==> config.mk <==
export PLATFORM = sky130hd
export DESIGN_NAME = dram_sequencer_flat
export DESIGN_NICKNAME = d
export VERILOG_FILES = /design/src/rtl/gottagofast_pkg.sv /design/src/rtl/dram_sequencer_if.sv /design/src/rtl/refresh_scheduler.sv /design/src/rtl/dram_sequencer.sv /design/src/flat_wrapper.sv
export SDC_FILE = /design/constraint.sdc
export NUM_CORES = 1
export LEC_CHECK = 0
export CAP_MARGIN = 20
export CORE_MARGIN = 2
export CORE_UTILIZATION = 43
export DETAILED_ROUTE_END_ITERATION = 6
export GPL_TIMING_DRIVEN = 0
export PLACE_DENSITY = 0.78
export REMOVE_ABC_BUFFERS = 1
export SETUP_SLACK_MARGIN = 0.2
export SYNTH_ARGS = -nofsm -noshare
export SYNTH_HDL_FRONTEND = slang
export SYNTH_SLANG_ARGS = --single-unit
==> constraint.sdc <==
create_clock -name CLK -period 1.8 [get_ports CLK]
set_clock_uncertainty 0.15 [all_clocks]
set_input_delay 0.18 -clock CLK [delete_from_list [all_inputs] [get_ports CLK]]
set_output_delay 0.18 -clock CLK [all_outputs]
set_load 0.02 [all_outputs]
==> src/rtl/gottagofast_pkg.sv <==
// gottagofast_pkg: state encoding, timing defaults and row/column address split
// shared by dram_sequencer and refresh_scheduler.
package gottagofast_pkg;
  typedef enum logic [2:0] {
    IDLE = 3'd0, ROW = 3'd1, COLA = 3'd2, CAS = 3'd3,
    HOLD = 3'd4, PRE = 3'd5, RCAS = 3'd6, RRAS = 3'd7
  } state_t;
  localparam int REFRESH_INTERVAL = 110;
  localparam int MAX_DEBT = 7;
  localparam int T_RAS_REF = 2;
  localparam int T_RP = 1;
  localparam int ROW_HI = 22;
  localparam int ROW_LO = 11;
  localparam int COL_HI = 10;
  localparam int COL_LO = 1;
endpackage

==> src/rtl/dram_sequencer_if.sv <==
// dram_sequencer_if: 68000 bus request side and DRAM strobe side of the sequencer.
interface dram_sequencer_if;
  logic        REQ, ASn, UDSn, LDSn, RWn;
  logic [22:1] ADDR;
  logic [11:0] MADDR;
  logic        RASn, UCASn, LCASn, OEn, MEMWn, XRDYn;
  modport master (output REQ, ASn, UDSn, LDSn, RWn, ADDR,
                  input  MADDR, RASn, UCASn, LCASn, OEn, MEMWn, XRDYn);
  modport slave  (input  REQ, ASn, UDSn, LDSn, RWn, ADDR,
                  output MADDR, RASn, UCASn, LCASn, OEn, MEMWn, XRDYn);
endinterface

==> src/rtl/refresh_scheduler.sv <==
// refresh_scheduler: refresh interval timer plus saturating refresh-debt counter (built with REFRESH_DEBT_EN).
`ifdef REFRESH_DEBT_EN
module refresh_scheduler
  import gottagofast_pkg::*;
(
  input  logic clk,
  input  logic rst_n,
  input  logic complete,
  output logic need,
  output logic urgent
);
  logic [6:0] cnt;
  logic [2:0] debt;
  logic       tick;
  assign tick   = cnt == 7'(REFRESH_INTERVAL - 1);
  assign need   = debt != 3'd0;
  assign urgent = debt == 3'(MAX_DEBT);
  // a tick and a completion in the same cycle cancel out
  always_ff @(posedge clk or negedge rst_n)
    if (!rst_n) begin
      cnt  <= '0;
      debt <= '0;
    end else begin
      cnt <= tick ? '0 : cnt + 7'd1;
      if (tick && !complete && !urgent) debt <= debt + 3'd1;
      else if (complete && !tick && need) debt <= debt - 3'd1;
    end
endmodule
`endif

==> src/rtl/dram_sequencer.sv <==
// dram_sequencer: 68000 fast-RAM DRAM timing FSM. With REFRESH_DEBT_EN, refresh is
// scheduled by interval/debt and XRDYn stalls; otherwise refresh runs on every idle bus cycle.
module dram_sequencer
  import gottagofast_pkg::*;
(
  input  logic CLK,
  input  logic RESETn,
  dram_sequencer_if.slave bus
);
  state_t      st;
  logic [1:0]  cnt;
  logic [11:0] maddr;
  logic        ras_n, ucas_n, lcas_n, oe_n, xrdy_n;
  logic        ref_done, go_row, go_ref;
  assign ref_done = st == RRAS && cnt == 2'(T_RAS_REF);
`ifdef REFRESH_DEBT_EN
  logic need, urgent, stall;
  refresh_scheduler u_sched (
    .clk(CLK), .rst_n(RESETn), .complete(ref_done), .need(need), .urgent(urgent)
  );
  assign stall  = bus.REQ && !bus.ASn;
  assign go_row = bus.REQ && !urgent;
  assign go_ref = need && (!bus.REQ || urgent);
`else
  assign go_row = bus.REQ;
  assign go_ref = !bus.REQ && bus.ASn;
`endif
  assign bus.MADDR = maddr;
  assign bus.RASn  = ras_n;
  assign bus.UCASn = ucas_n;
  assign bus.LCASn = lcas_n;
  assign bus.OEn   = oe_n;
  assign bus.XRDYn = xrdy_n;
  assign bus.MEMWn = bus.RWn | (bus.UDSn & bus.LDSn) | (st != CAS);
  // strobes are registered from the current state, giving RAS at n+1 and CAS at n+3
  always_ff @(posedge CLK or negedge RESETn)
    if (!RESETn) begin
      st     <= IDLE;
      cnt    <= '0;
      maddr  <= '0;
      ras_n  <= 1'b1;
      ucas_n <= 1'b1;
      lcas_n <= 1'b1;
      oe_n   <= 1'b1;
      xrdy_n <= 1'b1;
    end else begin
`ifdef REFRESH_DEBT_EN
      xrdy_n <= !stall;
`endif
      case (st)
        IDLE:
          if (go_row) begin
            st     <= ROW;
            maddr  <= bus.ADDR[ROW_HI:ROW_LO];
            xrdy_n <= 1'b1;
          end else if (go_ref) st <= RCAS;
        ROW: begin
          xrdy_n <= 1'b1;
          ras_n  <= !bus.REQ;
          st     <= bus.REQ ? COLA : PRE;
        end
        COLA: begin
          xrdy_n <= 1'b1;
          ras_n  <= !bus.REQ;
          maddr  <= {2'b00, bus.ADDR[COL_HI:COL_LO]};
          st     <= !bus.REQ ? PRE : (bus.UDSn && bus.LDSn) ? COLA : CAS;
        end
        CAS: begin
          xrdy_n <= 1'b1;
          ucas_n <= bus.UDSn;
          lcas_n <= bus.LDSn;
          oe_n   <= !bus.RWn;
          st     <= HOLD;
        end
        HOLD: begin
          xrdy_n <= 1'b1;
          if (bus.ASn) begin
            st     <= PRE;
            ras_n  <= 1'b1;
            ucas_n <= 1'b1;
            lcas_n <= 1'b1;
            oe_n   <= 1'b1;
          end
        end
        PRE:
          if (cnt == 2'(T_RP - 1)) begin
            st  <= IDLE;
            cnt <= '0;
          end else cnt <= cnt + 2'd1;
        RCAS: begin
          ucas_n <= 1'b0;
          lcas_n <= 1'b0;
          st     <= RRAS;
        end
        RRAS:
          if (ref_done) begin
            st     <= PRE;
            cnt    <= '0;
            ras_n  <= 1'b1;
            ucas_n <= 1'b1;
            lcas_n <= 1'b1;
          end else begin
            ras_n <= 1'b0;
            cnt   <= cnt + 2'd1;
          end
        default: st <= IDLE;
      endcase
    end
endmodule

==> src/flat_wrapper.sv <==
// flat-port wrapper written by rule: the top's interface ports become plain ports
module dram_sequencer_flat import gottagofast_pkg::*;
  (CLK, RESETn, bus_REQ, bus_ASn, bus_UDSn, bus_LDSn, bus_RWn, bus_ADDR, bus_MADDR, bus_RASn, bus_UCASn, bus_LCASn, bus_OEn, bus_MEMWn, bus_XRDYn);
  dram_sequencer_if bus_i ();
  input  logic CLK;
  input  logic RESETn;
  input wire logic [$bits(bus_i.REQ)-1:0] bus_REQ;
  input wire logic [$bits(bus_i.ASn)-1:0] bus_ASn;
  input wire logic [$bits(bus_i.UDSn)-1:0] bus_UDSn;
  input wire logic [$bits(bus_i.LDSn)-1:0] bus_LDSn;
  input wire logic [$bits(bus_i.RWn)-1:0] bus_RWn;
  input wire logic [$bits(bus_i.ADDR)-1:0] bus_ADDR;
  output wire logic [$bits(bus_i.MADDR)-1:0] bus_MADDR;
  output wire logic [$bits(bus_i.RASn)-1:0] bus_RASn;
  output wire logic [$bits(bus_i.UCASn)-1:0] bus_UCASn;
  output wire logic [$bits(bus_i.LCASn)-1:0] bus_LCASn;
  output wire logic [$bits(bus_i.OEn)-1:0] bus_OEn;
  output wire logic [$bits(bus_i.MEMWn)-1:0] bus_MEMWn;
  output wire logic [$bits(bus_i.XRDYn)-1:0] bus_XRDYn;
  assign bus_i.REQ = bus_REQ;
  assign bus_i.ASn = bus_ASn;
  assign bus_i.UDSn = bus_UDSn;
  assign bus_i.LDSn = bus_LDSn;
  assign bus_i.RWn = bus_RWn;
  assign bus_i.ADDR = bus_ADDR;
  assign bus_MADDR = bus_i.MADDR;
  assign bus_RASn = bus_i.RASn;
  assign bus_UCASn = bus_i.UCASn;
  assign bus_LCASn = bus_i.LCASn;
  assign bus_OEn = bus_i.OEn;
  assign bus_MEMWn = bus_i.MEMWn;
  assign bus_XRDYn = bus_i.XRDYn;
  dram_sequencer u_core (.CLK(CLK), .RESETn(RESETn), .bus(bus_i));
endmodule
# --- Yosys cells after proc, flatten, opt, wreduce, memory -nomap -nowiden ---
# Cells that the tools add are included.
classes:
  n_addsub: 1
  n_eq_ne: 14
  n_mux: 23
  bitwise: 3
  reduce_logical: 21
ops:
  columns: ["operator", "count"]
  rows:
  - ["$pmux 12 s2", 1]
  - ["$pmux 3 s8", 1]
  - ["$mux 3", 7]
  - ["$eq 3x3->1 const B", 4]
  - ["$mux 12", 1]
  - ["$pmux 1 s4", 2]
  - ["$reduce_and 2->1", 4]
  - ["$reduce_bool 2->1", 4]
  - ["$eq 3x2->1 const B", 2]
  - ["$ne 3x2->1 const B", 2]
  - ["$mux 1", 5]
  - ["$mux 2", 2]
  - ["$ne 2x1->1 const B", 2]
  - ["$ne 2x2->1 const B", 2]
  - ["$pmux 1 s2", 2]
  - ["$pmux 2 s2", 1]
  - ["$reduce_and 4->1", 1]
  - ["$reduce_bool 4->1", 1]
  - ["$reduce_or 4->1", 1]
  - ["$eq 3x1->1 const B", 1]
  - ["$logic_and 1x1->1", 3]
  - ["$logic_not 3->1", 1]
  - ["$pmux 1 s3", 1]
  - ["$reduce_and 3->1", 1]
  - ["other kinds (8)", 10]
totals:
  regBits: 22
  output_inout_bits: 18

# --- Longest topological paths before layout ---
# Gate-level depths: netlist of run 1.
depth:
  ltp_word: 5
  ltp_mapped: 6
  mapped_depth_nobuf: 5

# --- Least setup slack after synthesis of run 1 ---
# No wires, ideal clock.
synth_timing:
  path_kind: "register to register"
  start: "register u_core.cnt[0]"
  end: "register u_core.lcas_n, in the netlist u_core.bus.LCASn"
  setup_ps: 98
  t_arrival_ps: 1191
  required_ps: 1552
  path_slack_ps: 361
  path_stages_with_launch: 6
  path_buffers: 0
  synth_period_minus_slack_ps: 1439
  cell_sequence: "dfrtp_1 inv_1 ha_1 a2bb2oi_1 nor2_1 a221oi_1"
synth_via:
  elab_chain_cells: 4
synth_rtl:
  columns: ["element", "line_no", "rtl"]
  rows:
  - ["start, declared", "dram_sequencer.sv:11", "logic [1:0] cnt;"]
  - ["start signal, assigned", "dram_sequencer.sv:89", "end else cnt <= cnt + 2'd1;"]
  - ["start signal, assigned", "dram_sequencer.sv:104", "cnt <= cnt + 2'd1;"]
  - ["$eq 2x2->1", "dram_sequencer.sv:15", "assign ref_done = st == RRAS && cnt == 2'(T_RAS_REF);"]
  - ["$logic_and 1x1->1", "dram_sequencer.sv:15", null]
  - ["$ne 2x1->1 (no line)", null, null]
  - ["$reduce_and 3->1 (no line)", null, null]
  - ["end signal, assigned", "dram_sequencer.sv:71", "lcas_n <= bus.LDSn;"]
  - ["end, declared", "dram_sequencer.sv:13", "logic ras_n, ucas_n, lcas_n, oe_n, xrdy_n;"]
# Every way passes these cells.
# A chain may end at the register's enable or synchronous reset.

# --- Final worst setup path of run 1 ---
layout_timing:
  start: "register u_core.st[2]"
  end: "output bus_MEMWn"
layout_via:
  elab_chain_cells: 2
layout_rtl:
  columns: ["element", "line_no", "rtl"]
  rows:
  - ["start, declared", "dram_sequencer.sv:10", "state_t st;"]
  - ["start signal, assigned", "dram_sequencer.sv:60", "st <= bus.REQ ? COLA : PRE;"]
  - ["start signal, assigned", "dram_sequencer.sv:66", "st <= !bus.REQ ? PRE : (bus.UDSn && bus.LDSn) ? COLA : CAS;"]
  - ["$ne 3x2->1", "dram_sequencer.sv:34", "assign bus.MEMWn = bus.RWn | (bus.UDSn & bus.LDSn) | (st != CAS);"]
  - ["$or 1x1->1", "dram_sequencer.sv:34", null]
  - ["end, declared", "flat_wrapper.sv:18", "output wire logic [$bits(bus_i.MEMWn)-1:0] bus_MEMWn;"]
# Every way passes these cells.

==> impl_results.html, run 1 <==
<table>
<tr><th>Metric</th><th>Value</th></tr>
<tr><th colspan="2">Finish</th></tr>
<tr><td>Final core utilization</td><td>65.2%</td></tr>
<tr><td>Area taken by flip-flops and latches</td><td>~530 um^2</td></tr>
<tr><td>Total Nets Final</td><td>221</td></tr>
<tr><td>Design Area, Final</td><td>1800 um^2</td></tr>
<tr><td>Fillers</td><td>237</td></tr>
<tr><td>Area added between synthesis and finish</td><td>45.2%</td></tr>
<tr><td>Antenna diodes</td><td>0</td></tr>
<tr><td>Footprint of the multi-input gates</td><td>approximately 670 um^2</td></tr>
<tr><td>Layout cell share with drive strength beyond 1</td><td>between 10% and 20%</td></tr>
<tr><th colspan="2">STA</th></tr>
<tr><td>Share of the clock period used by the worst path after layout</td><td>87.6%</td></tr>
<tr><td>Final number of setup-violating endpoints</td><td>0</td></tr>
<tr><td>Pins over their slew limit</td><td>0</td></tr>
<tr><td>RSZ-0062 raised after global routing</td><td>yes</td></tr>
<tr><td>Final critical-path required period</td><td>1580 ps</td></tr>
<tr><td>Final number of hold-violating endpoints</td><td>0</td></tr>
<tr><td>Least-Margin Pin Slew</td><td>925 ps</td></tr>
<tr><td>Max Clock Freq</td><td>634 MHz</td></tr>
<tr><td>Worst slew margin relative to its limit</td><td>38.1%</td></tr>
<tr><th colspan="2">Route</th></tr>
<tr><td>Count of nets left with antenna violations after detail routing</td><td>0</td></tr>
<tr><td>Vias after detailed routing</td><td>1170</td></tr>
<tr><td>Routed length per instance</td><td>13.7 um</td></tr>
<tr><td>Detailed-router iteration count before antenna repair</td><td>4</td></tr>
<tr><td>Via density per instance</td><td>around 5.4</td></tr>
<tr><td>Remaining DRCs</td><td>0</td></tr>
<tr><td>Aggregate routed wire length</td><td>2.99 mm</td></tr>
<tr><td>Initial DRC count</td><td>37</td></tr>
<tr><th colspan="2">Global route</th></tr>
<tr><td>Wire length of the first global-routing pass</td><td>4.74 mm</td></tr>
<tr><td>Vias in the first global route</td><td>1101</td></tr>
<tr><td>Global route total overflow</td><td>0</td></tr>
<tr><td>GRT Total Usage</td><td>between 15 and 20%</td></tr>
<tr><td>Initial antenna violation count</td><td>0</td></tr>
<tr><td>Largest net degree at the start of global routing</td><td>22</td></tr>
<tr><th colspan="2">Yosys</th></tr>
<tr><td>Post-Syn Instances</td><td>141</td></tr>
<tr><td>Post-synth top area share</td><td>34.3%</td></tr>
<tr><td>Ranking of synthesized cells by area</td><td>sky130_fd_sc_hd__dfrtp_1, sky130_fd_sc_hd__dfstp_2, sky130_fd_sc_hd__mux2i_1</td></tr>
<tr><td>Count of yosys warnings during synthesis</td><td>0</td></tr>
<tr><td>Mapped cell area</td><td>1240 um^2</td></tr>
<tr><td>Post-synth cell types</td><td>33</td></tr>
<tr><td>Cell taking the most area after synthesis</td><td>sky130_fd_sc_hd__dfrtp_1</td></tr>
<tr><td>Seq/Total Area, Yosys</td><td>between 40 and 50%</td></tr>
<tr><td>Number of storage elements in the synthesis netlist</td><td>21</td></tr>
<tr><td>Mapped Avg Cell Area</td><td>around 8.8 um^2</td></tr>
<tr><th colspan="2">Worst setup path</th></tr>
<tr><td>Required time reported for the critical path endpoint</td><td>1470 ps</td></tr>
<tr><td>Endpoint of the worst-slack reg-to-reg timing path</td><td>u_core.bus.MADDR[1]</td></tr>
<tr><td>Critical setup path kind</td><td>flip-flop to output pin</td></tr>
<tr><td>Crit Path Max Fanout</td><td>5</td></tr>
<tr><td>Setup slack of the worst register-to-register path</td><td>between 200 and 300 ps</td></tr>
<tr><td>Kind of end point of the critical path</td><td>output pin</td></tr>
<tr><td>Length in cells of the worst reg-to-reg path</td><td>5</td></tr>
<tr><td>Startpoint Class</td><td>flip-flop</td></tr>
<tr><td>Launching point of the worst reg2reg path</td><td>u_core.st[2]</td></tr>
<tr><td>Arr. time, crit path</td><td>1250 ps</td></tr>
<tr><th colspan="2">Placed design</th></tr>
<tr><td>Half-perimeter wire length after detailed placement</td><td>approximately 2.1 mm</td></tr>
<tr><td>Number of buffers added on ports</td><td>45</td></tr>
<tr><td>Placement-stage cell area</td><td>1680 um^2</td></tr>
<tr><td>Placer congestion estimate</td><td>around 0.87</td></tr>
<tr><th colspan="2">Floorplan</th></tr>
<tr><td>Core Footprint</td><td>2760 um^2</td></tr>
<tr><td>Count of boundary I/O pins</td><td>47</td></tr>
<tr><td>DIE AREA</td><td>3330 um^2</td></tr>
<tr><td>Number of standard-cell rows in the floorplan</td><td>19</td></tr>
<tr><td>Die Height</td><td>57.7 um</td></tr>
<tr><td>Starting density of the core</td><td>44.9%</td></tr>
<tr><td>Die span in x</td><td>57.7 um</td></tr>
<tr><th colspan="2">Clock tree</th></tr>
<tr><td>Clock-pin slew reported for the worst setup and hold paths after clock tree synthesis</td><td>110 ps</td></tr>
<tr><td>Root cell of the clock tree</td><td>sky130_fd_sc_hd__clkbuf_4</td></tr>
<tr><td>TritonCTS buffer count</td><td>3</td></tr>
<tr><td>Clk sinks</td><td>21</td></tr>
<tr><td>H-Tree Depth</td><td>1</td></tr>
<tr><td>Hold bufs inserted after CTS</td><td>0</td></tr>
<tr><td>Skew-Pair Late Insertion Delay</td><td>300 ps</td></tr>
<tr><td>Clock Path Buffers</td><td>2</td></tr>
<tr><td>TritonCTS clock tree</td><td>yes</td></tr>
<tr><th colspan="2">Status</th></tr>
<tr><td>Run status</td><td>completed</td></tr>
<tr><th colspan="2">Job</th></tr>
<tr><td>Max-cap check violation count</td><td>0</td></tr>
<tr><th colspan="2">Pwr</th></tr>
<tr><td>Maximum VDD drop</td><td>0.989 mV</td></tr>
<tr><td>Static Leakage</td><td>between 0.0007 and 0.0008 uW</td></tr>
<tr><td>Power after layout</td><td>2530 uW</td></tr>
<tr><td>Power Density</td><td>1410 nW/um^2</td></tr>
<tr><th colspan="2">Min path</th></tr>
<tr><td>Class of the most critical hold timing path</td><td>input pin to async pin</td></tr>
</table>
[how the worst max path moves through the flow]
stage	from	to	slack (ps)	cells past startpoint
2_1_floorplan	u_core.st[1]	u_core.bus.MADDR[0]	-340	2
3_3_place_gp	bus_REQ	u_core.bus.MADDR[7]	-950	3
3_5_place_dp	u_core.st[1]	bus_MEMWn	-470	4
4_1_cts	u_core.st[2]	bus_MEMWn	10	4
5_1_grt	u_core.st[2]	bus_MEMWn	140	4
6_report	u_core.st[2]	bus_MEMWn	220	4
[synthesized netlist by cell type, drive strengths merged]
| library cell | n |
|---|---|
| nand2 | 18 |
| dfrtp | 17 |
| o21ai | 17 |
| nor2 | 12 |
| a21oi | 10 |
| inv | 10 |
| mux2i | 10 |
| buf | 7 |
| o22ai | 5 |
| dfstp | 4 |
| ha | 4 |
| nand3 | 4 |
| a221oi | 3 |
| clkbuf | 3 |
| a31oi | 2 |
| o2bb2ai | 2 |
| xor2 | 2 |
| a21o | 1 |
| a22oi | 1 |
| a2bb2oi | 1 |
| and3 | 1 |
| conb | 1 |
| nand2b | 1 |
| nand4 | 1 |
| nor3 | 1 |
| nor3b | 1 |
| o31ai | 1 |
| o32ai | 1 |
[worst max-delay path: stages, from the launching register on]
cell                       delay, ps
sky130_fd_sc_hd__dfrtp_2         430
sky130_fd_sc_hd__nand2b_4        170
sky130_fd_sc_hd__nor3_4          130
sky130_fd_sc_hd__nand2_1          70
sky130_fd_sc_hd__buf_2           150
[cells by family after synthesis]
group                    count (synthesis)  synth area share, %
AO/OA/AOI/OAI                           44                 21.2
buffers and inverters                   20                 7.37
AND/OR/NAND/NOR                         39                 14.7
other                                    1                0.303
adder cells (fa/ha/maj)                  4                 4.04
flip-flops                              21                 42.8
XOR/XNOR                                 2                 1.41
multiplexers                            10                 8.08
[area by class of cell]
cell class | instances | area share [%]
inverter | 10 | 2.09
tap | 31 | 2.16
clock buffer | 4 | 1.46
timing repair buffer | 51 | 27.4
multi-input combinational | 101 | 37.2
sequential | 21 | 29.7
[per-stage QoR]
stage                     worst slack (ps)  TNS, ps  cells  hold slack (ps)
after detailed placement              -472    -1630    208              324
after global routing                   144        0    218              296
after floorplan                       -342    -3420    131             -266
after CTS                             9.79        0    215              265
after global placement                -952    -9830    207              319
final                                  223        0    218              238
[cell usage in the layout (no fill, tap or decap), drive strengths merged, types with 3 or more instances in the layout]
cell	n
a221oi	3
ha	4
mux2i	10
dfrtp	17
dfstp	4
o22ai	5
buf	7
dlygate4sd2	13
clkdlybuf4s50	28
nor2	13
nand2	18
inv	10
clkbuf	4
dlymetal6s2s	3
a21oi	10
nand3	4
o21ai	17
[sequential cells by signal, indices dropped and copies added (netlist names)]
signal	flops
u_core.bus.MADDR	12
u_core.st	3
u_core.cnt	2
u_core.bus.LCASn	1
u_core.bus.OEn	1
u_core.bus.RASn	1
u_core.bus.UCASn	1
[metal layers]
metal | GRT usage [%] | part of all wire (%)
met1 | 21.8 | 42
met2 | 32.3 | 52
met3 | 4.69 | 4.4
met4 | 6.98 | 1.2
met5 | 0 | 0
[power by group]
group	switching [uW]	internal, uW
Clock	135	86.5
Sequential	133	707
Combinational	857	613
Total	1120	1410
[repair_timing]
item / in CTS / in global routing
setup buffers: 3 / 2
pin swaps: 0 / 1
resized for setup: 22 / 13
endpoints found under the setup margin: 31 / 14
cloned: 0 / 1
(Power assumes the default switching activity.)
==> inputs of run 2 (changes only) <==
--- a/config.mk
+++ b/config.mk
@@ -5,12 +5,13 @@
 export SDC_FILE = /design/constraint.sdc
 export NUM_CORES = 1
 export LEC_CHECK = 0
+export ABC_AREA = 1
 export CAP_MARGIN = 20
 export CORE_MARGIN = 2
-export CORE_UTILIZATION = 43
+export CORE_UTILIZATION = 47
 export DETAILED_ROUTE_END_ITERATION = 6
 export GPL_TIMING_DRIVEN = 0
-export PLACE_DENSITY = 0.78
+export PLACE_DENSITY = 0.84
 export REMOVE_ABC_BUFFERS = 1
 export SETUP_SLACK_MARGIN = 0.2
 export SYNTH_ARGS = -nofsm -noshare
==> constraint.sdc (replaced) <==
create_clock -name CLK -period 1.91 [get_ports CLK]
set_clock_uncertainty 0.15 [all_clocks]
set_input_delay 0.191 -clock CLK [delete_from_list [all_inputs] [get_ports CLK]]
set_output_delay 0.191 -clock CLK [all_outputs]
set_load 0.02 [all_outputs]
==> impl_results.html, run 2 <==
<table>
<tr><th>Metric</th><th>Value</th></tr>
<tr><th colspan="2">Clock tree</th></tr>
<tr><td>Clk sinks</td><td>21 (unchanged)</td></tr>
<tr><td>Hold bufs inserted after CTS</td><td>0 (unchanged)</td></tr>
<tr><td>Root cell of the clock tree</td><td>sky130_fd_sc_hd__clkbuf_4 (unchanged)</td></tr>
<tr><td>Clock Path Buffers</td><td>2 (unchanged)</td></tr>
<tr><td>Clock-pin slew reported for the worst setup and hold paths after clock tree synthesis</td><td>120 ps (was 110 ps)</td></tr>
<tr><td>H-Tree Depth</td><td>1 (unchanged)</td></tr>
<tr><td>TritonCTS buffer count</td><td>3 (unchanged)</td></tr>
<tr><td>Skew-Pair Late Insertion Delay</td><td>310 ps (was 300 ps)</td></tr>
<tr><td>TritonCTS clock tree</td><td>yes (unchanged)</td></tr>
<tr><th colspan="2">Floorplan</th></tr>
<tr><td>DIE AREA</td><td>3160 um^2 (was 3330 um^2)</td></tr>
<tr><td>Count of boundary I/O pins</td><td>47 (unchanged)</td></tr>
<tr><td>Die Height</td><td>56.2 um (was 57.7 um)</td></tr>
<tr><td>Core Footprint</td><td>2520 um^2 (was 2760 um^2)</td></tr>
<tr><td>Starting density of the core</td><td>50.7% (was 44.9%)</td></tr>
<tr><td>Number of standard-cell rows in the floorplan</td><td>18 (was 19)</td></tr>
<tr><td>Die span in x</td><td>56.2 um (was 57.7 um)</td></tr>
<tr><th colspan="2">Placed design</th></tr>
<tr><td>Placement-stage cell area</td><td>1730 um^2 (was 1680 um^2)</td></tr>
<tr><td>Half-perimeter wire length after detailed placement</td><td>2.31 mm (was 2.09 mm)</td></tr>
<tr><td>Setup WS pre-CTS</td><td>-14.2 ps (was -472 ps)</td></tr>
<tr><td>Placer congestion estimate</td><td>0.877 (was 0.873)</td></tr>
<tr><td>Number of buffers added on ports</td><td>45 (unchanged)</td></tr>
<tr><th colspan="2">Yosys</th></tr>
<tr><td>Most frequent cell after synthesis</td><td>sky130_fd_sc_hd__nand2_1 (unchanged)</td></tr>
<tr><td>Ranking of synthesized cells by area</td><td>sky130_fd_sc_hd__dfrtp_1, sky130_fd_sc_hd__nand2_1, sky130_fd_sc_hd__o21ai_1 (was sky130_fd_sc_hd__dfrtp_1, sky130_fd_sc_hd__dfstp_2, sky130_fd_sc_hd__mux2i_1)</td></tr>
<tr><td>Post-synth EDFFs</td><td>0 (unchanged)</td></tr>
<tr><td>Synth top cells by count</td><td>sky130_fd_sc_hd__nand2_1, sky130_fd_sc_hd__inv_1, sky130_fd_sc_hd__o21ai_1 (was sky130_fd_sc_hd__nand2_1, sky130_fd_sc_hd__dfrtp_1, sky130_fd_sc_hd__o21ai_1)</td></tr>
<tr><td>Seq/Total Area, Yosys</td><td>41.4% (was 42.8%)</td></tr>
<tr><td>Ys flop type</td><td>sky130_fd_sc_hd__dfrtp_1 (unchanged)</td></tr>
<tr><td>Post-synth top area share</td><td>33.2% (was 34.3%)</td></tr>
<tr><td>Number of storage elements in the synthesis netlist</td><td>21 (unchanged)</td></tr>
<tr><td>Mapped cell area</td><td>1280 um^2 (was 1240 um^2)</td></tr>
<tr><td>Post-synth cell types</td><td>22 (was 33)</td></tr>
<tr><td>Cell taking the most area after synthesis</td><td>sky130_fd_sc_hd__dfrtp_1 (unchanged)</td></tr>
<tr><td>Count of yosys warnings during synthesis</td><td>0 (unchanged)</td></tr>
<tr><td>Combinational family with the most area after synthesis</td><td>simple AND/OR/NAND/NOR gates (was compound AO/OA/AOI/OAI gates)</td></tr>
<tr><td>Xor/xnor cell area share of the yosys netlist</td><td>0% (was 1.41%)</td></tr>
<tr><td>Fraction of the mapped netlist area in simple logic gates</td><td>27.0% (was 14.7%)</td></tr>
<tr><td>Adder and majority gate portion of the synthesized area</td><td>3.91% (was 4.04%)</td></tr>
<tr><td>Post-Syn Instances</td><td>179 (was 141)</td></tr>
<tr><td>Proportion of synthesized area in mux cells</td><td>0% (was 8.08%)</td></tr>
<tr><td>Post-synthesis async set-or-reset flop share</td><td>100% (unchanged)</td></tr>
<tr><td>Mapped Avg Cell Area</td><td>7.15 um^2 (was 8.79 um^2)</td></tr>
<tr><td>Post-synthesis compound-gate area fraction</td><td>14.3% (was 21.2%)</td></tr>
<tr><th colspan="2">STA</th></tr>
<tr><td>Worst Slack Setup Final</td><td>121 ps (was 223 ps)</td></tr>
<tr><td>Worst slew margin relative to its limit</td><td>36.4% (was 38.1%)</td></tr>
<tr><td>Final number of setup-violating endpoints</td><td>0 (unchanged)</td></tr>
<tr><td>Max Clock Freq</td><td>~560 MHz</td></tr>
<tr><td>Share of the clock period used by the worst path after layout</td><td>between 90% and 100%</td></tr>
<tr><td>Least-Margin Pin Slew</td><td>951 ps (was 925 ps)</td></tr>
<tr><td>Hold Worst Slack</td><td>247 ps (was 238 ps)</td></tr>
<tr><td>RSZ-0062 raised after global routing</td><td>yes (unchanged)</td></tr>
<tr><td>Final number of hold-violating endpoints</td><td>0 (unchanged)</td></tr>
<tr><td>Final critical-path required period</td><td>around 1800 ps</td></tr>
<tr><td>Pins over their slew limit</td><td>0 (unchanged)</td></tr>
<tr><th colspan="2">Route</th></tr>
<tr><td>Routed length per instance</td><td>11.7 um (was 13.7 um)</td></tr>
<tr><td>Via density per instance</td><td>4.98 (was 5.37)</td></tr>
<tr><td>Vias after detailed routing</td><td>1259 (was 1170)</td></tr>
<tr><td>Count of nets left with antenna violations after detail routing</td><td>0 (unchanged)</td></tr>
<tr><td>Detailed-router iteration count before antenna repair</td><td>4 (unchanged)</td></tr>
<tr><td>Initial DRC count</td><td>28 (was 37)</td></tr>
<tr><td>Remaining DRCs</td><td>0 (unchanged)</td></tr>
<tr><td>Aggregate routed wire length</td><td>2.97 mm (was 2.99 mm)</td></tr>
<tr><th colspan="2">Pwr</th></tr>
<tr><td>Power Density</td><td>1460 nW/um^2 (was 1410 nW/um^2)</td></tr>
<tr><td>Maximum VDD drop</td><td>0.899 mV (was 0.989 mV)</td></tr>
<tr><td>Static Leakage</td><td>0.000894 uW (was 0.000797 uW)</td></tr>
<tr><th colspan="2">Global route</th></tr>
<tr><td>Global route total overflow</td><td>0 (unchanged)</td></tr>
<tr><td>Largest net degree at the start of global routing</td><td>22 (unchanged)</td></tr>
<tr><td>Vias in the first global route</td><td>1227 (was 1101)</td></tr>
<tr><td>GRT Total Usage</td><td>19.6% (was 18.5%)</td></tr>
<tr><td>Wire length of the first global-routing pass</td><td>4.91 mm (was 4.74 mm)</td></tr>
<tr><td>Initial antenna violation count</td><td>0 (unchanged)</td></tr>
<tr><th colspan="2">Worst setup path</th></tr>
<tr><td>Highest-delay cell along the critical path</td><td>sky130_fd_sc_hd__dfrtp_2 (unchanged)</td></tr>
<tr><td>Crit-path cells</td><td>nand2_1 -&gt; nor2_1 -&gt; o211ai_1 -&gt; dlygate4sd2_1 (was nand2b_4 -&gt; nor3_4 -&gt; nand2_1 -&gt; buf_2)</td></tr>
<tr><td>Kind of end point of the critical path</td><td>output pin (unchanged)</td></tr>
<tr><td>Crit Path Max Fanout</td><td>10 (was 5)</td></tr>
<tr><td>Startpoint Class</td><td>flip-flop (unchanged)</td></tr>
<tr><td>Arr. time, crit path</td><td>1450 ps (was 1250 ps)</td></tr>
<tr><td>Critical path's largest stage delay</td><td>500 ps (was 430 ps)</td></tr>
<tr><td>Required time reported for the critical path endpoint</td><td>1570 ps (was 1470 ps)</td></tr>
<tr><td>Critical setup path kind</td><td>flip-flop to output pin (unchanged)</td></tr>
<tr><td>Length in cells of the worst reg-to-reg path</td><td>7 (was 5)</td></tr>
<tr><th colspan="2">Finish</th></tr>
<tr><td>Area added between synthesis and finish</td><td>38.0% (was 45.2%)</td></tr>
<tr><td>Area taken by flip-flops and latches</td><td>534 um^2 (unchanged)</td></tr>
<tr><td>Footprint of the multi-input gates</td><td>582 um^2 (was 668 um^2)</td></tr>
<tr><td>Fillers</td><td>223 (was 237)</td></tr>
<tr><td>Total Nets Final</td><td>257 (was 221)</td></tr>
<tr><td>Antenna diodes</td><td>0 (unchanged)</td></tr>
<tr><td>Flip-flop count of the largest register, all copies and words added</td><td>12 (unchanged)</td></tr>
<tr><td>Most common cell after layout, fill and taps aside</td><td>sky130_fd_sc_hd__nand2_1 (was sky130_fd_sc_hd__clkdlybuf4s50_1)</td></tr>
<tr><td>Most frequent cells in the layout</td><td>sky130_fd_sc_hd__nand2_1, sky130_fd_sc_hd__clkdlybuf4s50_1, sky130_fd_sc_hd__inv_1, sky130_fd_sc_hd__o21ai_1, sky130_fd_sc_hd__dfrtp_1 (was sky130_fd_sc_hd__clkdlybuf4s50_1, sky130_fd_sc_hd__nand2_1, sky130_fd_sc_hd__dfrtp_1, sky130_fd_sc_hd__dlygate4sd2_1, sky130_fd_sc_hd__o21ai_1)</td></tr>
<tr><td>Layout cell share with drive strength beyond 1</td><td>9.87% (was 15.0%)</td></tr>
<tr><td>Design Area, Final</td><td>1770 um^2 (was 1800 um^2)</td></tr>
<tr><th colspan="2">Status</th></tr>
<tr><td>Run status</td><td>completed (unchanged)</td></tr>
<tr><th colspan="2">Job</th></tr>
<tr><td>Max-cap check violation count</td><td>0 (unchanged)</td></tr>
<tr><th colspan="2">Min path</th></tr>
<tr><td>Class of the most critical hold timing path</td><td>input pin to async pin (unchanged)</td></tr>
</table>
## run 2: changes by cell type after synthesis, moves of 3 or more
| cell | delta |
|---|---|
| sky130_fd_sc_hd__nand3_1 | +3 |
| sky130_fd_sc_hd__a221oi_1 | -3 |
| sky130_fd_sc_hd__clkbuf_1 | -3 |
| sky130_fd_sc_hd__mux2i_1 | -10 |
| sky130_fd_sc_hd__a21oi_1 | -10 |
| sky130_fd_sc_hd__inv_1 | +22 |
| sky130_fd_sc_hd__nand2_1 | +39 |
| sky130_fd_sc_hd__o22ai_1 | -5 |
| sky130_fd_sc_hd__nor2_1 | -5 |
| sky130_fd_sc_hd__o21ai_1 | +15 |
## run 2: cell type report
class / instances / share of cell area (%)
multi-input combinational: 119 / 32.9
sequential: 21 / 30.2
timing repair buffer: 48 / 26.6
inverter: 31 / 6.59
tap: 30 / 2.12
clock buffer: 4 / 1.49
## run 2: layer usage
| layer | track usage (%) | wire [um] | vias to the layer above |
|---|---|---|---|
| li1 | - | - | 641 |
| met1 | 20.3 | 1240 | 574 |
| met2 | 36.8 | 1540 | 40 |
| met3 | 3.72 | 148 | 4 |
| met4 | 9.86 | 48 | 0 |
| met5 | 0 | 0 | - |
## run 2: worst paths after layout
check                                 start                    to  slack [ps]
min reg2reg                u_core.bus.UCASn      u_core.bus.UCASn         320
max                            u_core.st[1]             bus_MEMWn         120
min in group CLK               bus_ADDR[21]  u_core.bus.MADDR[11]         280
max in group asynchronous            RESETn          u_core.st[0]         730
max reg2reg                    u_core.st[2]       u_core.bus.RASn         160
min                                  RESETn          u_core.st[2]         250
## run 2: per-stage QoR
step	instances	utilization [%]	power (uW)	TNS (ps)
after floorplan	171	-	1770	0
after global placement	246	68.1	2260	-3790
after detailed placement	247	68.5	2360	-14.2
after CTS	251	69.4	2560	0
after global routing	253	70.0	2780	0
final	253	70.0	2580	0
## run 2: timing repair
action                     CTS  global route
gates resized for setup      8             0
buffers inserted             0             2
setup endpoints to repair   18            14
## run 2: worst max-delay path: cells and delay by family, from the launching register on
family | cells | cell delay [ps]
DFF | 1 | 500
buffers and inverters | 1 | 330
and+or+nand+nor | 2 | 220
AOI/OAI and AO/OA | 1 | 90
## run 2: cells by family (layout without fill, tap and decap cells)
logic type               count (synthesis)  after routing
other                                    1              1
AND/OR/NAND/NOR                         79             79
adder cells (fa/ha/maj)                  4              4
flip-flops                              21             21
buffers and inverters                   39             83
AO/OA/AOI/OAI                           35             35
## run 2: report_power, final
part,switching (uW),internal [uW],total [uW]
logic,848,632,1480
registers,190,689,879
clock network,141,81.5,222
total,1180,1400,2580
==> inputs of run 3 (changes only) <==
--- a/config.mk
+++ b/config.mk
@@ -11,6 +11,7 @@
 export CORE_UTILIZATION = 47
 export DETAILED_ROUTE_END_ITERATION = 6
 export GPL_TIMING_DRIVEN = 0
+export MAX_ROUTING_LAYER = met4
 export PLACE_DENSITY = 0.84
 export REMOVE_ABC_BUFFERS = 1
 export SETUP_SLACK_MARGIN = 0.2
==> impl_results.html, run 3 (same netlist as run 2, synthesis figures left out) <==
<table>
<tr><th>Metric</th><th>Value</th></tr>
<tr><th colspan="2">Status</th></tr>
<tr><td>Run status</td><td>completed (unchanged)</td></tr>
<tr><th colspan="2">Worst setup path</th></tr>
<tr><td>Arr. time, crit path</td><td>1450 ps (about the same)</td></tr>
<tr><td>Highest-delay cell along the critical path</td><td>sky130_fd_sc_hd__dfrtp_2 (unchanged)</td></tr>
<tr><td>Stages on worst setup path</td><td>4 (unchanged)</td></tr>
<tr><td>Critical setup path kind</td><td>flip-flop to output pin (unchanged)</td></tr>
<tr><td>Startpoint Class</td><td>flip-flop (unchanged)</td></tr>
<tr><td>Critical path's largest stage delay</td><td>500 ps (about the same)</td></tr>
<tr><td>Cell type group with the largest total delay on the critical path</td><td>flip-flops (unchanged)</td></tr>
<tr><td>Buffers and inverters on the worst path</td><td>1 (unchanged)</td></tr>
<tr><td>Length in cells of the worst reg-to-reg path</td><td>7 (unchanged)</td></tr>
<tr><td>Crit-path cells</td><td>nand2_1 -&gt; nor2_1 -&gt; o211ai_1 -&gt; dlygate4sd2_1 (unchanged)</td></tr>
<tr><td>Crit Path Max Fanout</td><td>10 (unchanged)</td></tr>
<tr><td>Required time reported for the critical path endpoint</td><td>1570 ps (about the same)</td></tr>
<tr><td>Kind of end point of the critical path</td><td>output pin (unchanged)</td></tr>
<tr><th colspan="2">STA</th></tr>
<tr><td>Final number of setup-violating endpoints</td><td>0 (unchanged)</td></tr>
<tr><td>Final critical-path required period</td><td>1790 ps (unchanged)</td></tr>
<tr><td>Worst slew margin relative to its limit</td><td>36.2% (was 36.4%)</td></tr>
<tr><td>Worst Slack Setup Final</td><td>121 ps (unchanged)</td></tr>
<tr><td>Max Clock Freq</td><td>559 MHz (unchanged)</td></tr>
<tr><td>Share of the clock period used by the worst path after layout</td><td>93.7% (unchanged)</td></tr>
<tr><td>Hold Worst Slack</td><td>248 ps (was 247 ps)</td></tr>
<tr><td>Least-Margin Pin Slew</td><td>954 ps (was 951 ps)</td></tr>
<tr><td>Setup_tns</td><td>0 ps (unchanged)</td></tr>
<tr><td>RSZ-0062 raised after global routing</td><td>yes (unchanged)</td></tr>
<tr><td>Final number of hold-violating endpoints</td><td>0 (unchanged)</td></tr>
<tr><td>Pins over their slew limit</td><td>0 (unchanged)</td></tr>
<tr><th colspan="2">Pwr</th></tr>
<tr><td>Power Density</td><td>1460 nW/um^2 (about the same)</td></tr>
<tr><td>Sw Share</td><td>45.7% (about the same)</td></tr>
<tr><td>Register share of total power</td><td>34.0% (about the same)</td></tr>
<tr><td>Internal power of the cells</td><td>1400 uW (about the same)</td></tr>
<tr><td>Static Leakage</td><td>0.000894 uW (unchanged)</td></tr>
<tr><td>Clk pwr share</td><td>8.6% (about the same)</td></tr>
<tr><td>Maximum VDD drop</td><td>0.899 mV (about the same)</td></tr>
<tr><td>Net switching power figure</td><td>1180 uW (about the same)</td></tr>
<tr><td>Combinational group share of total power</td><td>57.4% (was 57.3%)</td></tr>
<tr><th colspan="2">Finish</th></tr>
<tr><td>Most common cell after layout, fill and taps aside</td><td>sky130_fd_sc_hd__nand2_1 (unchanged)</td></tr>
<tr><td>Layout cell share with drive strength beyond 1</td><td>9.87% (unchanged)</td></tr>
<tr><td>Antenna diodes</td><td>0 (unchanged)</td></tr>
<tr><td>Total Nets Final</td><td>257 (unchanged)</td></tr>
<tr><td>Area added between synthesis and finish</td><td>38.0% (unchanged)</td></tr>
<tr><td>Most frequent cells in the layout</td><td>sky130_fd_sc_hd__nand2_1, sky130_fd_sc_hd__clkdlybuf4s50_1, sky130_fd_sc_hd__inv_1, sky130_fd_sc_hd__o21ai_1, sky130_fd_sc_hd__dfrtp_1 (unchanged)</td></tr>
<tr><td>Fillers</td><td>223 (unchanged)</td></tr>
<tr><td>Final core utilization</td><td>70.0% (unchanged)</td></tr>
<tr><td>Flip-flop count of the largest register, all copies and words added</td><td>12 (unchanged)</td></tr>
<tr><th colspan="2">Floorplan</th></tr>
<tr><td>Core Footprint</td><td>2520 um^2 (unchanged)</td></tr>
<tr><td>Count of boundary I/O pins</td><td>47 (unchanged)</td></tr>
<tr><td>DIE AREA</td><td>3160 um^2 (unchanged)</td></tr>
<tr><td>Die span in x</td><td>56.2 um (unchanged)</td></tr>
<tr><td>Number of standard-cell rows in the floorplan</td><td>18 (unchanged)</td></tr>
<tr><td>Starting density of the core</td><td>50.7% (unchanged)</td></tr>
<tr><td>Die Height</td><td>56.2 um (unchanged)</td></tr>
<tr><th colspan="2">Global route</th></tr>
<tr><td>Largest net degree at the start of global routing</td><td>22 (unchanged)</td></tr>
<tr><td>Initial antenna violation count</td><td>0 (unchanged)</td></tr>
<tr><td>Wire length of the first global-routing pass</td><td>4.91 mm (unchanged)</td></tr>
<tr><td>Vias in the first global route</td><td>1227 (unchanged)</td></tr>
<tr><td>GRT Total Usage</td><td>20.1% (was 19.6%)</td></tr>
<tr><td>Global route total overflow</td><td>0 (unchanged)</td></tr>
<tr><th colspan="2">Min path</th></tr>
<tr><td>Class of the most critical hold timing path</td><td>input pin to async pin (unchanged)</td></tr>
<tr><th colspan="2">Route</th></tr>
<tr><td>Remaining DRCs</td><td>0 (unchanged)</td></tr>
<tr><td>Vias after detailed routing</td><td>1259 (unchanged)</td></tr>
<tr><td>Count of nets left with antenna violations after detail routing</td><td>0 (unchanged)</td></tr>
<tr><td>Via density per instance</td><td>4.98 (unchanged)</td></tr>
<tr><td>Initial DRC count</td><td>30 (was 28)</td></tr>
<tr><td>Detailed-router iteration count before antenna repair</td><td>4 (unchanged)</td></tr>
<tr><td>Aggregate routed wire length</td><td>2.97 mm (about the same)</td></tr>
<tr><td>Routed length per instance</td><td>11.8 um (was 11.7 um)</td></tr>
<tr><th colspan="2">Placed design</th></tr>
<tr><td>Half-perimeter wire length after detailed placement</td><td>2.31 mm (unchanged)</td></tr>
<tr><td>Placer congestion estimate</td><td>0.892 (was 0.877)</td></tr>
<tr><td>Number of buffers added on ports</td><td>45 (unchanged)</td></tr>
<tr><td>Setup WS pre-CTS</td><td>-14.2 ps (unchanged)</td></tr>
<tr><th colspan="2">Clock tree</th></tr>
<tr><td>Clk sinks</td><td>21 (unchanged)</td></tr>
<tr><td>TritonCTS clock tree</td><td>yes (unchanged)</td></tr>
<tr><td>Clock-pin slew reported for the worst setup and hold paths after clock tree synthesis</td><td>120 ps (about the same)</td></tr>
<tr><td>Root cell of the clock tree</td><td>sky130_fd_sc_hd__clkbuf_4 (unchanged)</td></tr>
<tr><td>H-Tree Depth</td><td>1 (unchanged)</td></tr>
<tr><td>Skew-Pair Late Insertion Delay</td><td>310 ps (about the same)</td></tr>
<tr><td>TritonCTS buffer count</td><td>3 (unchanged)</td></tr>
<tr><td>Clock Path Buffers</td><td>2 (unchanged)</td></tr>
<tr><th colspan="2">Job</th></tr>
<tr><td>Max-cap check violation count</td><td>0 (unchanged)</td></tr>
</table>
run 3: cell counts in the layout (fill, tap and decap cells not counted):
Identical to the previous run, type by type.
run 3: worst paths after layout:
kind / from / end / slack (ps)
max: u_core.st[1] / bus_MEMWn / 120
min: RESETn / u_core.st[2] / 250
max reg2reg: u_core.st[2] / u_core.bus.RASn / 160
min reg2reg: u_core.bus.UCASn / u_core.bus.UCASn / 320
max in group asynchronous: RESETn / u_core.st[0] / 720
min in group CLK: bus_ADDR[21] / u_core.bus.MADDR[11] / 280
run 3: layer usage:
layer	share of wire [%]	routed length [um]	track usage, %
met5	0	0	-
met4	1.6	48	9.86
met3	4.6	137	3.49
met2	52	1540	36.8
met1	42	1250	20.5
run 3: cell type report:
cell class	count	area [um^2]	area share (%)
Tap cell	30	37.5	2.12
Timing Repair Buffer	48	470	26.6
Multi-Input combinational cell	119	582	32.9
Sequential cell	21	534	30.2
Clock buffer	4	26.3	1.49
Inverter	31	116	6.59
run 3: power by group through the flow:
stage               combinational (uW)  clock (uW)  sequential, uW
finish                            1480         222             879
global route                      1630         244             907
CTS                               1450         230             887
detailed placement                1470           0             888
global placement                  1390           0             871
floorplan                          717           0            1060
run 3: metrics by stage:
step                std cells  power, uW  cell area [um^2]
floorplan                 171       1770              1230
global placement          246       2260              1720
detailed placement        247       2360              1730
CTS                       251       2560              1750
global route              253       2780              1770
finish                    253       2580              1770
run 3: timing repair:
action / CTS / global route
pin swaps: 0 / 0
endpoints found under the setup margin: 18 / 14
buffers inserted: 0 / 2
resized for setup: 8 / 0
hold endpoints to repair: 0 / 0
hold buffers: 0 / 0
==> RTL change 1 (config.mk and constraints of run 3) <==
Add a define of `REFRESH_DEBT_EN`.
--- a/src/rtl/refresh_scheduler.sv
+++ b/src/rtl/refresh_scheduler.sv
@@ -1,2 +1,4 @@
 // refresh_scheduler: refresh interval timer plus saturating refresh-debt counter (built with REFRESH_DEBT_EN).
+`define REFRESH_DEBT_EN
+
 `ifdef REFRESH_DEBT_EN
Behaviour: not the same (Yosys sat finds a counterexample within 4 cycles, from zero or initial values and one cycle with RESETn low).
==> RTL change 1 against run 3 <==
  * Sequential cell count is 11 higher
  * Area after synthesis is 55% higher
  * Power up 39%
  * Wire length up 60%
  * Largest power group unchanged
  * Final area up 51%
  * Core utilization decreased by 3.8 points
  * Via count up 44%
  * Combinational power is 31% higher
  * Sequential power rose by 23%
  * Final cell count rose by 37%
  * Setup slack barely moved
  * Non-clock buffer count is 11 higher
==> RTL change 1: results (changes against run 3) <==
[routing]
dr.pass1.iters=4  ; unchanged
wirelength_microns=4760  ; was 2970 microns
routed_via_density=5.21  ; was 4.98
routed-via-count=1809  ; was 1259
drt_iter0_markers=63  ; was 30

[power]
intPower_mw=2.06  ; was 1.40 mW
p_comb_share_pct=54.0  ; was 57.4%
vdd_drop_max_mv=0.881  ; was 0.899 mV
power_mw=3.59  ; was 2.58 mW
p_leak_nw=1.28  ; was 0.894 nW
clock_power_mw=0.574  ; was 0.222 mW

[grt]
grt_pass1_wl_microns=8250  ; was 4910 microns
grt_pass1_vias=1853  ; was 1227
grt_max_degree=33  ; was 22
grtUsageTotal_pct=21.7  ; was 20.1%

[critical_path]
reg2reg_depth=10  ; was 7
endpoint=u_core.u_sched.debt[2]$_DFFE_PN0P_  ; was bus_MEMWn
worstPathArrival_ns=1.82  ; was 1.45 ns
worstReg2RegStart=u_core.u_sched.cnt[1]$_DFF_PN0_  ; was u_core.st[2]$_DFFE_PN0P_
crit_path_start_kind=flip-flop  ; unchanged
r2r_slack_ns=0.12  ; was 0.16 ns
worstPathMaxFanout=2  ; was 10
reg2reg_to=u_core.u_sched.debt[2]$_DFFE_PN0P_  ; was u_core.bus.RASn$_DFFE_PN1P_

[clocking]
cts_buffer_depth=2  ; unchanged
h-tree-depth=2  ; was 1
cts-buffers-inserted=5  ; was 3
insertion_delay_ns=0.29  ; was 0.31 ns
path_clk_slew_ns=0.07  ; was 0.12 ns
cts_root_buf=clkbuf_8  ; was clkbuf_4

[timing]
maxSlewViolCount=0  ; unchanged
slew_headroom_pct=52.5  ; was 36.2%
holdWs_ns=0.327  ; was 0.248 ns

[synth]
yosys-top-cells-count=nand2_1, nand3_1, dfrtp_1, inv_1, nor2_1  ; was nand2_1, inv_1, o21ai_1, dfrtp_1, nand3_1
synth.distinct_cells=33  ; was 22
synth.ff_latch_count=32  ; was 21
yosysSeqAreaShare_pct=40.6  ; was 41.4%
synth_area_leaders=dfrtp_1, nand2_1, nand3_1  ; was dfrtp_1, nand2_1, o21ai_1
async_reset_ff_share_pct=100  ; unchanged
syn_avg_cell_area_sq_um=8.39  ; was 7.15 sq um
yosysWarnings=0  ; unchanged

[final_layout]
drive_above_1_share_pct=21.2  ; was 9.87%
fin_nets=331  ; was 257
num-fill-cells=328  ; was 223
num_antenna_cells=0  ; unchanged
largest_reg_flops=12  ; unchanged

[place]
dpl-instance-area_sq_um=2440  ; was 1730 sq um
gp_congestion=0.858  ; was 0.892
dp_hpwl_microns=3250  ; was 2310 microns
port_buffers=46  ; was 45

[min_path]
hold_end=u_core.bus.UCASn$_DFFE_PN1P_
min_from=u_core.bus.UCASn$_DFFE_PN1P_
hold_class=reg2reg  ; was in2async
holdPathStages=2

[run_status]
outcome=completed  ; unchanged

## RTL change 1: cell count changes after synthesis, sizes merged, moves of 2 or more
cell,delta
nor2,+13
inv,-6
a21oi,+6
nand3,+25
nand2,+4
o21ai,-20
nor3,+2
o211ai,+9
nand4,+3
dfrtp,+10
or2,+10
## RTL change 1: metal layers
| layer | vias to the layer above | track usage (%) | wire [microns] |
|---|---|---|---|
| met3 | 6 | 4.24 | 148 |
| met4 | 0 | 7.19 | 61 |
| met5 | - | - | 0 |
| met2 | 37 | 36.4 | 2510 |
| li1 | 902 | - | - |
| met1 | 864 | 26.1 | 2050 |
## RTL change 1: cell families after synthesis
family / share of synthesized area (%)
AOI/OAI and AO/OA: 11.1
DFF: 40.6
buffers and inverters: 7.99
and+or+nand+nor: 36.2
adders and majority gates: 4.15
## RTL change 1: final cells by class
type | count | share of cell area (%)
clock buffer | 8 | 3.75
inverter | 25 | 3.80
multi-input combinational | 173 | 39.2
sequential | 32 | 30.4
tap | 50 | 2.35
timing repair buffer | 59 | 20.5
## RTL change 1: critical path, stage by stage (launching register included)
cell and delay, ns:
dfrtp_1 0.38, inv_1 0.06, ha_2 0.18, nand3_2 0.09, nor2_4 0.12, nand3_2 0.10, fa_2 0.34, inv_1 0.06
nand2_1 0.07, nand3_1 0.08, nand2_1 0.05
## RTL change 1: stage by stage
| step | util (%) | worst slack (ns) |
|---|---|---|
| after floorplan | - | 0.0801 |
| after detailed placement | 60.7 | -0.180 |
| after CTS | 65.1 | 0.134 |
| after global placement | 60.8 | -0.142 |
| final | 66.2 | 0.121 |
| after global routing | 66.2 | -0.0112 |
## RTL change 1: repair_timing
action                                 4_1_cts  5_1_grt
buffers inserted                             8        4
setup endpoints to repair                   20       13
endpoints found under the hold margin       27        0
pin swaps                                    2        1
hold buffers                                 1        0
resized for setup                           14        3
==> RTL change 2 (settings of run 3) <==
Without the edit above. Encoding of `state_t`: now Gray code (3 bits for 8 states).
--- a/src/rtl/gottagofast_pkg.sv
+++ b/src/rtl/gottagofast_pkg.sv
@@ -4,4 +4,4 @@
   typedef enum logic [2:0] {
-    IDLE = 3'd0, ROW = 3'd1, COLA = 3'd2, CAS = 3'd3,
-    HOLD = 3'd4, PRE = 3'd5, RCAS = 3'd6, RRAS = 3'd7
+    IDLE = 3'b000, ROW = 3'b001, COLA = 3'b011, CAS = 3'b010,
+    HOLD = 3'b110, PRE = 3'b111, RCAS = 3'b101, RRAS = 3'b100
   } state_t;
Check against the original RTL: same outputs for any inputs over 10 cycles, from zero or initial values and one cycle with RESETn low; not proved beyond that.
==> RTL change 2 against run 3 <==
  * Global-route usage grew 1.7 points
  * Setup slack better by 0.15 ns
  * Maximum frequency increased by 8.8%
  * Final area up 0.85%
  * Wire length up 4.9%
  * Via count up 5.3%
  * Area after synthesis down 2.5%
  * Synthesized cell count is 2.8% higher
  * Hold slack gained 0.0074 ns
  * Register-to-register slack improved by 0.19 ns
  * Sequential cell count is the same
  * Final cell count grew 4.0%
  * Power up 10%
  * Combinational power is 20% higher
==> RTL change 2: results (changes against run 3) <==
[routing]
final_antenna_net_count=0  ; unchanged
routed-via-count=1326  ; was 1259
drt_iter0_markers=41  ; was 30
wirelength_microns=3120  ; was 2970 microns
dr.pass1.iters=4  ; unchanged

[place]
gp_congestion=0.776  ; was 0.892
dp_hpwl_microns=2370  ; was 2310 microns
dpl-instance-area_sq_um=1680  ; was 1730 sq um
dp.cells=252  ; was 247
place_ws_ns=-0.282  ; was -0.0142 ns
port_buffers=45  ; unchanged

[synth]
yosysWarnings=0  ; unchanged
syn_inst=184  ; was 179
synth_top_flop_cell=dfrtp_1  ; unchanged
synth.distinct_cells=19  ; was 22
async_reset_ff_share_pct=100  ; unchanged
synth_area_leaders=dfrtp_1, nand2_1, dfstp_2  ; was dfrtp_1, nand2_1, o21ai_1
yosys-top-cells-count=nand2_1, dfrtp_1, nand3_1, inv_1, nor2_1  ; was nand2_1, inv_1, o21ai_1, dfrtp_1, nand3_1
yosysSeqAreaShare_pct=42.5  ; was 41.4%

[power]
vdd_drop_max_mv=1.03  ; was 0.899 mV
intPower_mw=1.50  ; was 1.40 mW
p_leak_nw=0.934  ; was 0.894 nW

[critical_path]
slowest_stage=clkdlybuf4s50_1  ; was dfrtp_2
critPathLaunch=u_core.bus.MADDR[1]$_DFFE_PN0P_  ; was u_core.st[1]$_DFFE_PN0P_
crit_family=buffers and inverters  ; was flip-flops
r2r_slack_ns=0.35  ; was 0.16 ns
worstPathMaxFanout=2  ; was 10
worst_path_largest_cell_delay_ns=0.62  ; was 0.50 ns
endpoint=bus_MADDR[1]  ; was bus_MEMWn
reg2reg_to=u_core.st[1]$_DFFE_PN0P_  ; was u_core.bus.RASn$_DFFE_PN1P_
worstReg2RegStart=u_core.st[1]$_DFFE_PN0P_  ; was u_core.st[2]$_DFFE_PN0P_

[run_status]
outcome=completed  ; unchanged

[grt]
grtUsageTotal_pct=21.9  ; was 20.1%
grt_pass1_wl_microns=5240  ; was 4910 microns
grt_max_degree=22  ; unchanged

[clocking]
insertion_delay_ns=0.30
path_clk_slew_ns=0.13
cts_buffer_depth=2  ; unchanged

[final_layout]
num_antenna_cells=0  ; unchanged
fin_nets=267  ; was 257
drive_above_1_share_pct=12.0  ; was 9.87%
fin_cells=263  ; was 253

[timing]
slew_headroom_pct=35.3  ; was 36.2%
setup_tns_ns=0  ; unchanged
worst_slack_ns=0.266  ; was 0.121 ns

==> RTL change 2: changes by cell type after synthesis, sizes merged, moves of 2 or more <==
cell	delta
a21oi	+3
inv	-15
nand2	+40
nand3	+6
o211ai	-2
o21ai	-27
==> RTL change 2: power by group through the flow <==
stage	clock (mW)	combinational (mW)	sequential, mW
6_report	0.218	1.78	0.849
5_1_grt	0.238	1.97	0.884
4_1_cts	0.224	1.71	0.852
3_5_place_dp	0	1.59	0.897
3_3_place_gp	0	1.52	0.885
2_1_floorplan	0	0.819	1.06
==> RTL change 2: routing by layer <==
| metal | part of all wire (%) | up-vias | GRT usage (%) |
|---|---|---|---|
| li1 | - | 658 | - |
| met1 | 39 | 606 | 22.7 |
| met2 | 52 | 54 | 38.1 |
| met3 | 7.6 | 8 | 5.39 |
| met4 | 1.8 | 0 | 11.1 |
| met5 | 0 | - | - |
==> RTL change 2: kinds of logic (layout without fill, tap and decap cells) <==
kind of cell | count (synthesis) | count (layout) | share of synthesized area, %
simple gates | 126 | 126 | 40.4
compound gates | 9 | 9 | 3.81
fa+ha+maj | 4 | 4 | 4.01
buf+inv | 23 | 72 | 8.93
other cells | 1 | 1 | 0.301
flops | 21 | 21 | 42.5
==> RTL change 2: through the flow <==
stage	utilization (%)	power [mW]
6_report	71.3	2.85
5_1_grt	71.3	3.09
4_1_cts	70.2	2.79
3_5_place_dp	67.4	2.49
3_3_place_gp	67.4	2.41
2_1_floorplan	-	1.88
==> RTL change 2: area by class of cell <==
type | instances | area, sq um
Fill cell | 209 | 718
Tap cell | 30 | 37.5
Sequential cell | 21 | 534
Clock buffer | 4 | 26.3
Multi-Input combinational cell | 140 | 623
Timing Repair Buffer | 52 | 498
Inverter | 16 | 62.6
==> RTL change 2: worst min path at each step <==
stage / endpoint / slack [ns] / cells after the start
2_1_floorplan: u_core.bus.MADDR[0]$_DFFE_PN0P_ / -0.25 / 0
3_3_place_gp: u_core.bus.RASn$_DFFE_PN1P_ / 0.30 / 2
3_5_place_dp: u_core.bus.RASn$_DFFE_PN1P_ / 0.30 / 2
4_1_cts: u_core.bus.MADDR[7]$_DFFE_PN0P_ / 0.27 / 1
5_1_grt: u_core.bus.MADDR[7]$_DFFE_PN0P_ / 0.32 / 1
6_report: u_core.bus.MADDR[5]$_DFFE_PN0P_ / 0.26 / 1
==> RTL change 2: repair_timing <==
action | CTS | global route
cloned | 0 | 0
pin swaps | 1 | 0
endpoints found under the setup margin | 17 | 16
resized for setup | 11 | 6
buffers inserted | 5 | 2
hold endpoints to repair | 0 | 0
==> RTL change 2: worst register-to-register path: stages, from the launching register on <==
cell	delay [ns]
dfrtp_2	0.45
buf_4	0.14
nor2_1	0.16
nand3_1	0.20
nand2_1	0.17
nor2_2	0.07
nand2_1	0.07
nand2_1	0.05
